--- config.mk ---
export PLATFORM = sky130hd
export DESIGN_NAME = mult_arbiter
export DESIGN_NICKNAME = d
export VERILOG_FILES = /design/src/rtl/mult_arbiter_pkg.sv /design/src/rtl/mult_arbiter_mult4x4_core.sv /design/src/rtl/mult_arbiter.sv
export SDC_FILE = /design/constraint.sdc
export NUM_CORES = 1
export LEC_CHECK = 0
export CAP_MARGIN = 20
export CORE_AREA = 2 2 72 74
export CTS_BUF_LIST = sky130_fd_sc_hd__clkbuf_8
export CTS_CLUSTER_SIZE = 16
export DETAILED_ROUTE_END_ITERATION = 10
export DIE_AREA = 0 0 74 76
export PLACE_DENSITY_LB_ADDON = 0.12
export SLEW_MARGIN = 20
export SYNTH_ARGS = -nofsm -noshare
export SYNTH_HDL_FRONTEND = slang
export SYNTH_HIERARCHICAL = 1
export SYNTH_SLANG_ARGS = --single-unit
--- constraint.sdc ---
create_clock -name clk -period 2.6 [get_ports clk]
set_input_delay 0.52 -clock clk [delete_from_list [all_inputs] [get_ports clk]]
set_output_delay 0.52 -clock clk [all_outputs]
set_load 0.005 [all_outputs]
--- src/rtl/mult_arbiter_pkg.sv ---
// Shared types and widths for the two-requester multiplier arbiter.
// CALC2 is only entered when MULT_ARB_PIPE_EN is defined.
package mult_arbiter_pkg;

  localparam int OP_W   = 4;
  localparam int PROD_W = 8;

  typedef enum logic [1:0] {
    IDLE  = 2'd0,
    CALC  = 2'd1,
    CALC2 = 2'd2,
    RESP  = 2'd3
  } state_e;

endpackage

--- src/rtl/mult_arbiter_mult4x4_core.sv ---
// Combinational 4x4 unsigned multiplier with full 8-bit product.
module mult4x4_core
  import mult_arbiter_pkg::*;
(
  input  logic [OP_W-1:0]   m,
  input  logic [OP_W-1:0]   q,
  output logic [PROD_W-1:0] p
);

  assign p = PROD_W'(m) * PROD_W'(q);

endmodule

--- src/rtl/mult_arbiter.sv ---
// Round-robin arbiter sharing one 4x4 multiplier between two requesters.
// Define MULT_ARB_PIPE_EN to add a product register stage (CALC2).
//
// state | meaning
// IDLE  | waiting for a request; grants combinationally and captures operands
// CALC  | multiplies captured operands (loads result, or pipe stage if enabled)
// CALC2 | moves pipe stage into result register (MULT_ARB_PIPE_EN only)
// RESP  | result valid, held until rsp_ready
module mult_arbiter
  import mult_arbiter_pkg::*;
#(
  parameter int CNT_W = 8
) (
  input  logic              clk,
  input  logic              rst_n,
  input  logic [1:0]        req_valid,
  output logic [1:0]        req_ready,
  input  logic [OP_W-1:0]   req_m0,
  input  logic [OP_W-1:0]   req_q0,
  input  logic [OP_W-1:0]   req_m1,
  input  logic [OP_W-1:0]   req_q1,
  output logic              rsp_valid,
  input  logic              rsp_ready,
  output logic              rsp_id,
  output logic [PROD_W-1:0] rsp_p,
  output logic              busy,
  output logic [CNT_W-1:0]  op_count
);

  state_e              state_q;
  logic                ptr_q;
  logic [OP_W-1:0]     m_q;
  logic [OP_W-1:0]     q_q;
  logic                id_q;
  logic [PROD_W-1:0]   rsp_p_q;
  logic                rsp_id_q;
  logic [CNT_W-1:0]    op_count_q;
  logic [PROD_W-1:0]   product;
  logic                grant_any;
  logic                grant_id;
`ifdef MULT_ARB_PIPE_EN
  logic [PROD_W-1:0]   pipe_q;
`endif

  mult4x4_core u_core (
    .m (m_q),
    .q (q_q),
    .p (product)
  );

  // A lone requester always wins; the pointer only breaks ties.
  always_comb begin
    grant_any = |req_valid;
    grant_id  = 1'b0;
    if (req_valid == 2'b10)      grant_id = 1'b1;
    else if (req_valid == 2'b11) grant_id = ptr_q;
  end

  assign req_ready = (state_q == IDLE && grant_any) ? (2'b01 << grant_id) : 2'b00;
  assign rsp_valid = (state_q == RESP);
  assign busy      = (state_q != IDLE);
  assign rsp_p     = rsp_p_q;
  assign rsp_id    = rsp_id_q;
  assign op_count  = op_count_q;

  always_ff @(posedge clk or negedge rst_n) begin
    if (!rst_n) begin
      state_q    <= IDLE;
      ptr_q      <= 1'b0;
      m_q        <= '0;
      q_q        <= '0;
      id_q       <= 1'b0;
      rsp_p_q    <= '0;
      rsp_id_q   <= 1'b0;
      op_count_q <= '0;
`ifdef MULT_ARB_PIPE_EN
      pipe_q     <= '0;
`endif
    end else begin
      case (state_q)
        IDLE: begin
          if (grant_any) begin
            m_q     <= grant_id ? req_m1 : req_m0;
            q_q     <= grant_id ? req_q1 : req_q0;
            id_q    <= grant_id;
            ptr_q   <= ~grant_id;
            state_q <= CALC;
          end
        end
        CALC: begin
          rsp_id_q <= id_q;
`ifdef MULT_ARB_PIPE_EN
          pipe_q   <= product;
          state_q  <= CALC2;
`else
          rsp_p_q  <= product;
          state_q  <= RESP;
`endif
        end
`ifdef MULT_ARB_PIPE_EN
        CALC2: begin
          rsp_p_q <= pipe_q;
          state_q <= RESP;
        end
`endif
        RESP: begin
          if (rsp_ready) begin
            op_count_q <= op_count_q + CNT_W'(1);
            state_q    <= IDLE;
          end
        end
        default: state_q <= IDLE;
      endcase
    end
  end

endmodule

## Word level (Yosys, flattened, before mapping)

Index checks and enable logic that the tools add are counted.

- Logic and storage cells: 33
- Input port bits: 21
- Register bits: 29
- Output and inout bits: 21

- Multiplexer cells: 8
- $mul: 1
- Equal/unequal tests: 6
- Shift-type cells: 1
- Bitwise gates (word level): 1
- Reduce and logical (&&, ||, !) cells: 7
- Add/subtract/negate cells: 1

Operator list:

| cell | count |
|---|---|
| $add 8x1->8 const B | 1 |
| $mul 4x4->8 | 1 |
| $mux 4 | 2 |
| $eq 2x2->1 const B | 3 |
| $mux 2 | 3 |
| $pmux 2 s3 | 1 |
| $reduce_and 2->1 | 3 |
| $eq 2x1->1 const B | 1 |
| $logic_not 2->1 | 1 |
| $mux 1 | 2 |
| $ne 2x1->1 const B | 1 |
| $ne 2x2->1 const B | 1 |
| $reduce_bool 2->1 | 1 |
| $reduce_or 2->1 | 1 |
| $shl 1x1->2 const A | 1 |
| $logic_and 1x1->1 | 1 |
| $not 1->1 | 1 |

## Depth between registers and ports, before layout

Gate-level depths: netlist (run 1).

- Word-level depth: 5
- Mapped depth: 9
- Gate-level depth less buffers: 9

## Modules after synthesis

The synthesis (run 1) kept the hierarchy.

By module, submodules not included:

| module | area an instance (um2) | seq. area each (um2) | cells an instance | times used |
|---|---|---|---|---|
| mult_arbiter | 1,199.9 | 725.7 | 91 | 1 |
| mult4x4_core | 464.2 | 0.0 | 51 | 1 |

## Worst setup path before layout (run 1)

No wires, ideal clock.

- Path type: reg2reg
- Start point: reg m_q[0]
- End point: reg rsp_p_q[7], in the netlist rsp_p[7]
- Data required time: 2.475 ns
- Stages on the path, launching flop included: 10
- Setup time: 0.125 ns
- Period minus slack after synthesis: 2.875 ns
- Arrival time: 2.751 ns
- Buffers on the path: 0
- Setup slack: -0.275 ns
- Cell sequence: dfrtp_1 nand2_1 fa_1 inv_1 fa_1 ha_1 a211oi_2 nor3_1 or3b_1 mux2_2

- Word-level cells in the longest chain between the ends: 1

Ends and longest elaborated chain:

| what | line | RTL |
|---|---|---|
| start: declaration | mult_arbiter.sv:32 | `logic [OP_W-1:0] m_q;` |
| start signal: assignment | mult_arbiter.sv:83 | `m_q <= grant_id ? req_m1 : req_m0;` |
| $mul 4x4->8 | mult_arbiter_mult4x4_core.sv:10 | `assign p = PROD_W'(m) * PROD_W'(q);` |
| via product[7] | mult_arbiter.sv:38 | `logic [PROD_W-1:0] product;` |
| end signal: assignment | mult_arbiter.sv:96 | `rsp_p_q <= product;` |
| end: declaration | mult_arbiter.sv:35 | `logic [PROD_W-1:0] rsp_p_q;` |

The timed path passes the listed nets, and every way through them passes these cells.
A chain may end at the register's enable or synchronous reset.

## Final worst setup path (run 1)

- Start point: reg q_q[3]
- End point: reg rsp_p_q[7], in the netlist rsp_p[7]

- Word-level cells in the longest chain between the ends: 1

Ends and longest elaborated chain:

| what | line | RTL |
|---|---|---|
| start: declaration | mult_arbiter.sv:33 | `logic [OP_W-1:0] q_q;` |
| start signal: assignment | mult_arbiter.sv:84 | `q_q <= grant_id ? req_q1 : req_q0;` |
| $mul 4x4->8 | mult_arbiter_mult4x4_core.sv:10 |  |
| via product[7] | mult_arbiter.sv:38 |  |

The timed path passes the listed nets, and every way through them passes these cells.

==> results.md, run 1 <==
* Pleak at 1.181 nW
* Placed insts at 268
* Die W at 74 um
* FF+latch count, synth at 29
* Register area at 725.7 um2
* Post-Syn Area at 0.001664 mm2
* Clock transition at path regs at 60 ps
* Top cell type's share of synthesized area at 0.4361
* Final Hold Viols at 0
* CP max stage delay at 550 ps
* Most used DFF post-synth: dfrtp_1
* WL final at 3.752 mm
* IO Pins at 42
* Area leader, netlist: dfrtp_1
* Nets at 245
* CP max stage cell: fa_2
* Synth Area per Inst at 11.72 um2
* Worst Setup End Kind: register
* Final worst slack at -214.1 ps
* GPL Wtd Cong at 0.7731
* Arrival time worst endpoint at 2970 ps
* Peak Freq at 355.4 MHz
* Initial DRT Pass Iterations at 3
* Async SR Flop Fraction at 1.000
* First-pass GRT wire length at 6.223 mm
* Met2 usage in global routing at 0.2375
* Largest net degree at the start of global routing at 30
* # H-tree levels at 2
* CTS root buffer: clkbuf_8
* Synth cell count leaders: 29 x dfrtp_1, 15 x and2_1, 13 x ha_1
* Die ar. at 0.005624 mm2
* Slew HR at 0.5193
* Fin Setup TNS at -477.1 ps
* Initial antenna violation count at 0
* Status: finished, violations left
* CTS tree: yes
* Met1 GRT Util at 0.1709
* CP Buf/Inv Count at 1
* Total GRT Usage at 0.1416
* Yosys cell types at 31
* Final min period at 2814 ps
* GRT Max-Usage Layer: met2
* Pwr/cell area at 1054 mW/mm2
* Layout cells sized above 1 at 0.2452
* Die height at 76 um
* Clock Latency Late Sink at 270 ps
* Via count at 1315
* ANT cells at 0
* Fillcell total at 442
* Max-cap viol count at 0
* CP Launch Type: register
* Failing checks: negative setup slack
* Fin crit share at 1.082
* I/O Buffers at 41
* RSZ-0062 raised after global routing: yes
* Final slew viol count at 0
* Cell count after synthesis at 142
* Endpoints failing setup at 3
* Crit path cell chain: nand2_2, fa_1, inv_1, fa_2, ha_4, a211oi_4, nor3_2, or3b_1, mux2_2
* Cell Count, Final, Fillers Out at 278
* Slew @ Worst Pin at 716.2 ps
* Max FO, Critical Path at 2
* Fin Clk Skew at 2.206 ps
* Vias in the first global route at 1425
* Req. time, crit path at 2760 ps
* WL/cell at 13.50 um
* DR vias/cell at 4.730
* Post-place setup slack at -324.5 ps
* CTS Hold Bufs at 0
* Std cell rows at 26
* Crit path max-delay family: adder cells
* Detailed-route DRC error count at 0
* Dpl hpwl at 2.893 mm
* Core Util, Final at 0.5056
* Worst hold path type: reg -> reg
* Initial core utilization at 0.3388
* Sequential area share after synthesis at 0.4361
* Synthesized net count at 180
* CTS Buf Count at 5
* Post-route ant nets at 0
* Area Growth Syn to Fin at 49.25%
* Multi-input logic area at 970.9 um2
* CTS max path bufs at 2
* YS warnings at 6
* GR Util met3 at 0.04365
* Count leader, synth: dfrtp_1
* CP Class: reg -> reg
* Fin Hold WS at 474.5 ps
* Largest cells by area after synthesis: dfrtp_1 44%, ha_1 9.8%, mux2_2 6.8%
* Max VDD drop at 0.0004634 V
* EDFF count, synth at 0
* Core Area at 0.004912 mm2
* CTS sink cnt at 29
* 1st-iter DRT viols at 52
* GR Overflow Total at 0
final timing paths:
path                               endpoint         from  depth (start not counted)  slack, ps
worst max-delay path               rsp_p[7]       q_q[3]                          9       -210
worst max register to register     rsp_p[7]       q_q[3]                          9       -210
worst min register to register  op_count[7]  op_count[7]                          1        470
max in group asynchronous            q_q[2]        rst_n                          2       1690
min in group asynchronous       op_count[4]        rst_n                          2        630
worst min-delay path            op_count[7]  op_count[7]                          1        470
cell usage in the layout (no fill, tap or decap), types with 3 or more instances in the layout:
master / n
clkdlybuf4s50_1: 41
dfrtp_1: 29
buf_4: 20
and2_1: 15
and3_1: 10
mux2_2: 10
ha_1: 10
a221o_1: 8
clkbuf_8: 6
inv_1: 5
xnor2_1: 5
xor2_1: 5
nand3_1: 4
nor2_1: 3
nand2b_1: 3
a21o_1: 3
nand2_1: 3
ha_4: 3
logic make-up (layout without fill, tap and decap cells):
kind of cell	count (synthesis)	after routing	share of synthesized area
compound gates	22	22	0.1165
xor+xnor	10	10	0.05263
fa+ha+maj	17	17	0.1459
buf+inv	8	74	0.01955
flops	29	29	0.4361
mux	10	10	0.06767
simple gates	46	46	0.1617
per-stage QoR:
stage	instance area, um2	total power (W)
after CTS	2455	0.002632
after global routing	2484	0.002829
after global placement	2283	0.001993
after floorplan	1664	0.001424
final	2484	0.002618
after detailed placement	2283	0.002015
metal layers:
layer	wire, um	vias to the layer above
met5	0	-
met4	15	0
met3	127	2
met2	2013	14
met1	1595	657
li1	-	642
final cells by class:
| type | instances | share of cell area |
|---|---|---|
| Tap cell | 70 | 0.03526 |
| Clock inverter | 2 | 0.01511 |
| Clock buffer | 6 | 0.03325 |
| Sequential cell | 29 | 0.2922 |
| Timing Repair Buffer | 61 | 0.2257 |
| Inverter | 5 | 0.007557 |
| Multi-Input combinational cell | 105 | 0.3909 |
registers in the layout, indices dropped and copies added, names as in the netlist:
name,count
op_count,8
rsp_p,8
m_q,4
q_q,4
state_q,2
id_q,1
ptr_q,1
rsp_id,1
repair_timing:
| action | 4_1_cts | 5_1_grt |
|---|---|---|
| pin swaps | 7 | 6 |
| gates resized for setup | 7 | 3 |
| setup buffers | 1 | 1 |
| endpoints found under the setup margin | 4 | 4 |
power breakdown:
group / total [W] / switching [W] / internal, W
registers: 0.000771 / 0.000142 / 0.000629
clock network: 0.000481 / 0.000170 / 0.000311
logic: 0.00137 / 0.000553 / 0.000812
Power figures use the tool's default switching activity.
==> run 2: changes to the inputs <==
==> constraint.sdc (replaced) <==
create_clock -name clk -period 2.6 [get_ports clk]
set_input_delay 0.65 -clock clk [delete_from_list [all_inputs] [get_ports clk]]
set_output_delay 0.65 -clock clk [all_outputs]
set_load 0.005 [all_outputs]
==> run 2 against run 1 <==
The run still ends with negative setup slack left; global-route usage grew 0.95 points; via count grew 4.0%; design area shrank 0.55%; die area is the same; highest routed layer unchanged; first-iteration DRC count shrank 23%; critical endpoint unchanged; register-to-register slack gained 30 ps; routed wire length grew 4.2%.
==> results.md, run 2 (synthesis results as in run 1) <==
* GR Overflow Total at 0 (unchanged)
* Dpl hpwl at 2.969 mm (was 2.893 mm)
* WL/cell at 13.91 um (was 13.50 um)
* Initial antenna violation count at 0 (unchanged)
* Fin Clk Skew at 8.065 ps (was 2.206 ps)
* GPL Wtd Cong at 0.7691 (was 0.7731)
* Fin crit share at 1.072 (was 1.082)
* CTS tree: yes (unchanged)
* CP max stage delay at 560 ps (was 550 ps)
* Core Util, Final at 0.5028 (was 0.5056)
* Die W at 74 um (unchanged)
* Final worst slack at -186.0 ps (was -214.1 ps)
* Std cell rows at 26 (unchanged)
* Final slew viol count at 0 (unchanged)
* CTS Hold Bufs at 0 (unchanged)
* Met1 GRT Util at 0.1917 (was 0.1709)
* Max VDD drop at 0.0005247 V (was 0.0004634 V)
* Failing checks: negative setup slack (unchanged)
* CTS sink cnt at 29 (unchanged)
* Area Growth Syn to Fin at 48.42% (was 49.25%)
* FF-to-FF Start: q_q[3] (unchanged)
* WL final at 3.909 mm (was 3.752 mm)
* Fin Setup TNS at -271.4 ps (was -477.1 ps)
* Crit path cell chain: nand2_2, fa_1, inv_1, fa_2, ha_4, a211oi_4, nor3_2, or3b_1, mux2_2 (unchanged)
* Max FO, Critical Path at 2 (unchanged)
* Pleak at 1.202 nW (was 1.181 nW)
* RR Endpoint: rsp_p[7] (unchanged)
* Largest net degree at the start of global routing at 30 (unchanged)
* Die height at 76 um (unchanged)
* Total GRT Usage at 0.1511 (was 0.1416)
* IO Pins at 42 (unchanged)
* CP Class: reg -> reg (unchanged)
* Layout cells sized above 1 at 0.2512 (was 0.2452)
* Post-route ant nets at 0 (unchanged)
* Via count at 1367 (was 1315)
* Nets at 249 (was 245)
* Fillcell total at 447 (was 442)
* RSZ-0062 raised after global routing: yes (unchanged)
* CP Buf/Inv Count at 1 (unchanged)
* CP max stage cell: fa_2 (unchanged)
* Req. time, crit path at 2760 ps (about the same)
* Worst Setup End Kind: register (unchanged)
* Final Hold Viols at 0 (unchanged)
* Initial core utilization at 0.3388 (unchanged)
* Core Area at 0.004912 mm2 (unchanged)
* GR Util met3 at 0.04762 (was 0.04365)
* CTS Buf Count at 5 (unchanged)
* Worst Min Path Start: op_count[7] (unchanged)
* Vias in the first global route at 1410 (was 1425)
* 1st-iter DRT viols at 40 (was 52)
* Worst reg2reg path depth at 9 (unchanged)
* Initial DRT Pass Iterations at 4 (was 3)
* CTS root buffer: clkbuf_8 (unchanged)
* DR vias/cell at 4.865 (was 4.730)
* Detailed-route DRC error count at 0 (unchanged)
* Pwr/cell area at 1012 mW/mm2 (was 1054 mW/mm2)
* GRT Max-Usage Layer: met2 (unchanged)
* Arrival time worst endpoint at 2950 ps (was 2970 ps)
* Crit path max-delay family: adder cells (unchanged)
* I/O Buffers at 41 (unchanged)
* Status: finished, violations left (unchanged)
* Endpoints failing setup at 2 (was 3)
* Final min period at 2786 ps (was 2814 ps)
* WHS Endpoint: op_count[7] (unchanged)
* Clock Latency Late Sink at 280 ps (was 270 ps)
* Max-cap viol count at 0 (unchanged)
* Clock transition at path regs at 60 ps (about the same)
* Slew @ Worst Pin at 438.5 ps (was 716.2 ps)
* CP Launch Type: register (unchanged)
* ANT cells at 0 (unchanged)
* Most frequent cells in the layout: 39 x clkdlybuf4s50_1, 29 x dfrtp_1, 24 x buf_4 (was 41 x clkdlybuf4s50_1, 29 x dfrtp_1, 20 x buf_4)
* Peak Freq at 358.9 MHz (was 355.4 MHz)
* Worst hold path type: reg -> reg (unchanged)
* Met2 usage in global routing at 0.2366 (was 0.2375)
* Slew HR at 0.7077 (was 0.5193)
* Die ar. at 0.005624 mm2 (unchanged)
* R2R Setup Slk at -190 ps (was -210 ps)
* CTS max path bufs at 2 (unchanged)
* Leading cell type in the layout, fill and taps excluded: clkdlybuf4s50_1 (unchanged)
* First-pass GRT wire length at 6.610 mm (was 6.223 mm)
* Worst hold path depth at 1 (unchanged)
* # H-tree levels at 2 (unchanged)
-- run 2: changes by cell type in the layout (fill, tap and decap cells not counted), sizes merged --
cell | before | now
clkinvlp | 1 | 0
bufinv | 1 | 0
dlygate4sd2 | 0 | 2
buf | 20 | 24
inv | 5 | 6
clkdlybuf4s50 | 41 | 39
-- run 2: worst register-to-register path: cells and delay by family, from the launching register on --
family          cells  cell delay, ps
flops               1             350
buf+inv             1              50
compound gates      1             240
simple gates        3             480
fa+ha+maj           3            1290
mux                 1             270
-- run 2: worst max-delay path by stage --
stage               end  slack, ps  startpoint  depth (start not counted)
5_1_grt        rsp_p[7]       -280      q_q[3]                          9
4_1_cts        rsp_p[7]       -190      m_q[0]                          9
2_1_floorplan  rsp_p[7]       -220      q_q[3]                          9
3_5_place_dp   rsp_p[7]       -290      m_q[0]                          9
3_3_place_gp   rsp_p[7]       -240      q_q[3]                          9
6_report       rsp_p[7]       -190      q_q[3]                          9
-- run 2: metal layers --
layer,routed length [um],part of all wire
met5,0,0
met4,65,0.017
met3,155,0.040
met2,2050,0.52
met1,1637,0.42
-- run 2: where the power goes --
group / internal [W] / total (W) / switching [W]
sequential: 0.000629 / 0.000777 / 0.000147
combinational: 0.000809 / 0.00136 / 0.000552
clock: 0.000205 / 0.000363 / 0.000158
-- run 2: area by class of cell --
cell class | count | area [um2] | share of cell area
Tap cell | 70 | 87.58 | 0.03546
Multi-Input combinational cell | 105 | 963.4 | 0.3901
Inverter | 5 | 18.77 | 0.007599
Timing Repair Buffer | 65 | 588.1 | 0.2381
Clock inverter | 1 | 3.754 | 0.001520
Clock buffer | 6 | 82.58 | 0.03343
Sequential cell | 29 | 725.7 | 0.2938
-- run 2: metrics by stage --
stage	power [W]	hold WS, ps	setup WS, ps	cell area (um2)	instances
finish	0.002500	466.6	-186.0	2470	281
detailed placement	0.002023	465.2	-292.6	2306	271
CTS	0.002520	472.8	-185.1	2459	281
floorplan	0.001424	354.4	-223.3	1664	142
global route	0.002707	496.7	-278.3	2470	281
global placement	0.002002	459.0	-244.9	2306	271
-- run 2: repair_timing --
| item | 4_1_cts | 5_1_grt |
|---|---|---|
| setup endpoints to repair | 5 | 4 |
| resized for setup | 9 | 3 |
| pin swaps | 9 | 3 |
| buffers inserted | 3 | 0 |
==> run 3: changes to the inputs <==
Settings changed: CORE_AREA 2 2 72 74 to 2 2 74 76, DIE_AREA 0 0 74 76 to 0 0 76 78, SYNTH_HIERARCHICAL 1 to default.
==> run 3 against run 2 <==
The run now ends clean; synthesized cell count up 17%; cell count up 3.6%; non-clock buffer count down 10; design area unchanged; first-iteration DRC count down 35%; sequential cell count unchanged; register-to-register slack better by 210 ps; routed wire length up 5.3%.
==> results.md, run 3 <==
* Status: finished clean (was finished, violations left)
* CP max stage cell: fa_2 (unchanged)
* Most frequent cells in the layout: 41 x clkdlybuf4s50_1, 29 x dfrtp_1, 23 x nand2_1 (was 39 x clkdlybuf4s50_1, 29 x dfrtp_1, 24 x buf_4)
* GPL Wtd Cong at 0.7756 (was 0.7691)
* Post-Syn Area at 0.001715 mm2 (was 0.001664 mm2)
* FF+latch count, synth at 29 (unchanged)
* Cell count after synthesis at 166 (was 142)
* Pleak at 1.121 nW (was 1.202 nW)
* Total GRT Usage at 0.1507 (was 0.1511)
* Synthesized net count at 204 (was 180)
* CTS max path bufs at 2 (unchanged)
* CTS root buffer: clkbuf_8 (unchanged)
* Slew HR at 0.5242 (was 0.7077)
* Largest net degree at the start of global routing at 30 (unchanged)
* Slew @ Worst Pin at 712.3 ps (was 438.5 ps)
* Max-cap viol count at 0 (unchanged)
* CTS sink cnt at 29 (unchanged)
* 1st-iter DRT viols at 26 (was 40)
* RSZ-0062 raised after global routing: yes (unchanged)
* Core Area at 0.005042 mm2 (was 0.004912 mm2)
* YS warnings at 0 (was 6)
* Layout cells sized above 1 at 0.1900 (was 0.2512)
* Count leader, synth: dfrtp_1 (unchanged)
* Initial DRT Pass Iterations at 4 (unchanged)
* Endpoints failing setup at 0 (was 2)
* Crit path cell chain: nand2_2, fa_1, inv_2, fa_2, ha_4, a211oi_4, nor3_2, or3_1 (was nand2_2, fa_1, inv_1, fa_2, ha_4, a211oi_4, nor3_2, or3b_1, mux2_2)
* Sequential Power Share at 0.291 (was 0.311)
* Die height at 78 um (was 76 um)
* Clock Latency Late Sink at 280 ps (about the same)
* Sequential area share after synthesis at 0.4230 (was 0.4361)
* Dpl hpwl at 3.099 mm (was 2.969 mm)
* Detailed-route DRC error count at 0 (unchanged)
* Fin Hold WS at 471.0 ps (was 466.6 ps)
* Final min period at 2576 ps (was 2786 ps)
* Most used DFF post-synth: dfrtp_1 (unchanged)
* Req. time, crit path at 2760 ps (about the same)
* Max VDD drop at 0.0005135 V (was 0.0005247 V)
* CP Class: reg -> reg (unchanged)
* WL/cell at 14.15 um (was 13.91 um)
* Pwr/cell area at 1079 mW/mm2 (was 1012 mW/mm2)
* Switching fraction of total power at 0.3790 (was 0.3427)
* CP Buf/Inv Count at 1 (unchanged)
* CP max stage delay at 560 ps (about the same)
* ANT cells at 0 (unchanged)
* Clock power share at 0.137 (was 0.145)
* Vias in the first global route at 1540 (was 1410)
* WL final at 4.117 mm (was 3.909 mm)
* Arrival time worst endpoint at 2740 ps (was 2950 ps)
* Top cell type's share of synthesized area at 0.4230 (was 0.4361)
* Area Growth Syn to Fin at 43.98% (was 48.42%)
* CTS tree: yes (unchanged)
* Yosys cell types at 38 (was 31)
* First-pass GRT wire length at 7.141 mm (was 6.610 mm)
* Internal power at 0.001655 W (was 0.001644 W)
* Worst Setup End Kind: register (unchanged)
* Fin Clk Skew at 6.979 ps (was 8.065 ps)
* Die W at 76 um (was 74 um)
* Via count at 1413 (was 1367)
* Leading cell type in the layout, fill and taps excluded: clkdlybuf4s50_1 (unchanged)
* I/O Buffers at 41 (unchanged)
* Initial core utilization at 0.3402 (was 0.3388)
* Std cell rows at 26 (unchanged)
* Synth Area per Inst at 10.33 um2 (was 11.72 um2)
* Post-route ant nets at 0 (unchanged)
* # H-tree levels at 2 (unchanged)
* CP Launch Type: register (unchanged)
* Synth cell count leaders: 29 x dfrtp_1, 24 x nand2_1, 13 x and2_1, 13 x ha_1 (was 29 x dfrtp_1, 15 x and2_1, 13 x ha_1)
* Sw power at 0.001010 W (was 0.0008567 W)
* Final Hold Viols at 0 (unchanged)
* DR vias/cell at 4.856 (was 4.865)
* Area leader, netlist: dfrtp_1 (unchanged)
* Crit path max-delay family: adder cells (unchanged)
* IO Pins at 42 (unchanged)
* Fillcell total at 471 (was 447)
* Fin crit share at 0.9906 (was 1.072)
* CTS Buf Count at 5 (unchanged)
* Design Power at 0.002665 W (was 0.002500 W)
* Clock transition at path regs at 60 ps (about the same)
* Final slew viol count at 0 (unchanged)
* Combinational power share at 0.573 (was 0.544)
* Nets at 258 (was 249)
* GR Overflow Total at 0 (unchanged)
* Largest cells by area after synthesis: dfrtp_1 42%, ha_1 9.5%, nand2_1 5.3% (was dfrtp_1 44%, ha_1 9.8%, mux2_2 6.8%)
* Peak Freq at 388.3 MHz (was 358.9 MHz)
* Max FO, Critical Path at 4 (was 2)
* Initial antenna violation count at 0 (unchanged)
* Die ar. at 0.005928 mm2 (was 0.005624 mm2)
* EDFF count, synth at 0 (unchanged)
* Async SR Flop Fraction at 1.000 (unchanged)
* Worst hold path type: reg -> reg (unchanged)
## run 3: cell count changes in the layout (fill, tap and decap cells not counted), sizes merged, moves of 3 or more
cell    previous run  this run
nand2              4        24
and3              10         2
a21boi             1         9
a21oi              2         5
mux2              10         1
buf               24        14
## run 3: cell families (layout without fill, tap and decap cells)
| logic type | count (synthesis) | count (layout) | share of synthesized area |
|---|---|---|---|
| compound gates | 32 | 32 | 0.1473 |
| xor+xnor | 8 | 8 | 0.04085 |
| mux | 1 | 1 | 0.006564 |
| fa+ha+maj | 17 | 17 | 0.1415 |
| simple gates | 63 | 63 | 0.1955 |
| buf+inv | 16 | 71 | 0.04522 |
| flops | 29 | 29 | 0.4231 |
## run 3: final cells by class
| class | count | area, um2 | share of cell area |
|---|---|---|---|
| flip-flops and latches | 29 | 725.7 | 0.2938 |
| multi-input cells | 121 | 1025 | 0.4149 |
| clock buffers | 5 | 68.82 | 0.02786 |
| inverters | 8 | 30.03 | 0.01216 |
| repair buffers | 55 | 515.5 | 0.2087 |
| well taps | 70 | 87.58 | 0.03546 |
| clock inverters | 3 | 17.52 | 0.007092 |
## run 3: repair_timing
item,in CTS,in global routing
hold buffers,0,0
setup buffers,0,3
endpoints found under the setup margin,2,4
pin swaps,3,9
gates cloned,0,0
gates resized for setup,2,16
## run 3: metrics by stage
stage	worst slack (ps)	TNS (ps)	util	cell area [um2]	cells
3_5_place_dp	-14.64	-14.64	0.4469	2253	280
6_report	24.42	0	0.4898	2470	291
3_3_place_gp	46.10	0	0.4469	2253	280
2_1_floorplan	30.96	0	-	1720	166
5_1_grt	-93.47	-197.7	0.4898	2470	291
4_1_cts	-23.83	-46.95	0.4672	2356	288
## run 3: power by group through the flow
stage               registers [W]  logic [W]  clock network, W
detailed placement       0.000784    0.00129                 0
global placement         0.000773    0.00128                 0
global route             0.000804    0.00168          0.000401
CTS                      0.000777    0.00133          0.000379
floorplan                0.000762   0.000767                 0
finish                   0.000774    0.00153          0.000365
## run 3: worst paths after layout
check,start,end,slack [ps],depth (start not counted)
max,q_q[2],rsp_p[7],20,8
min,op_count[7],op_count[7],470,1
max reg2reg,q_q[2],rsp_p[7],20,8
min reg2reg,op_count[7],op_count[7],470,1
max in group asynchronous,rst_n,state_q[0],1580,2
min in group asynchronous,rst_n,rsp_p[6],750,2
## run 3: routing by layer
layer	vias up	wire length [um]	global-route usage
li1	690	-	-
met1	688	1800	0.1865
met2	26	2072	0.2482
met3	9	161	0.04070
met4	0	82	0.06545
met5	-	0	0
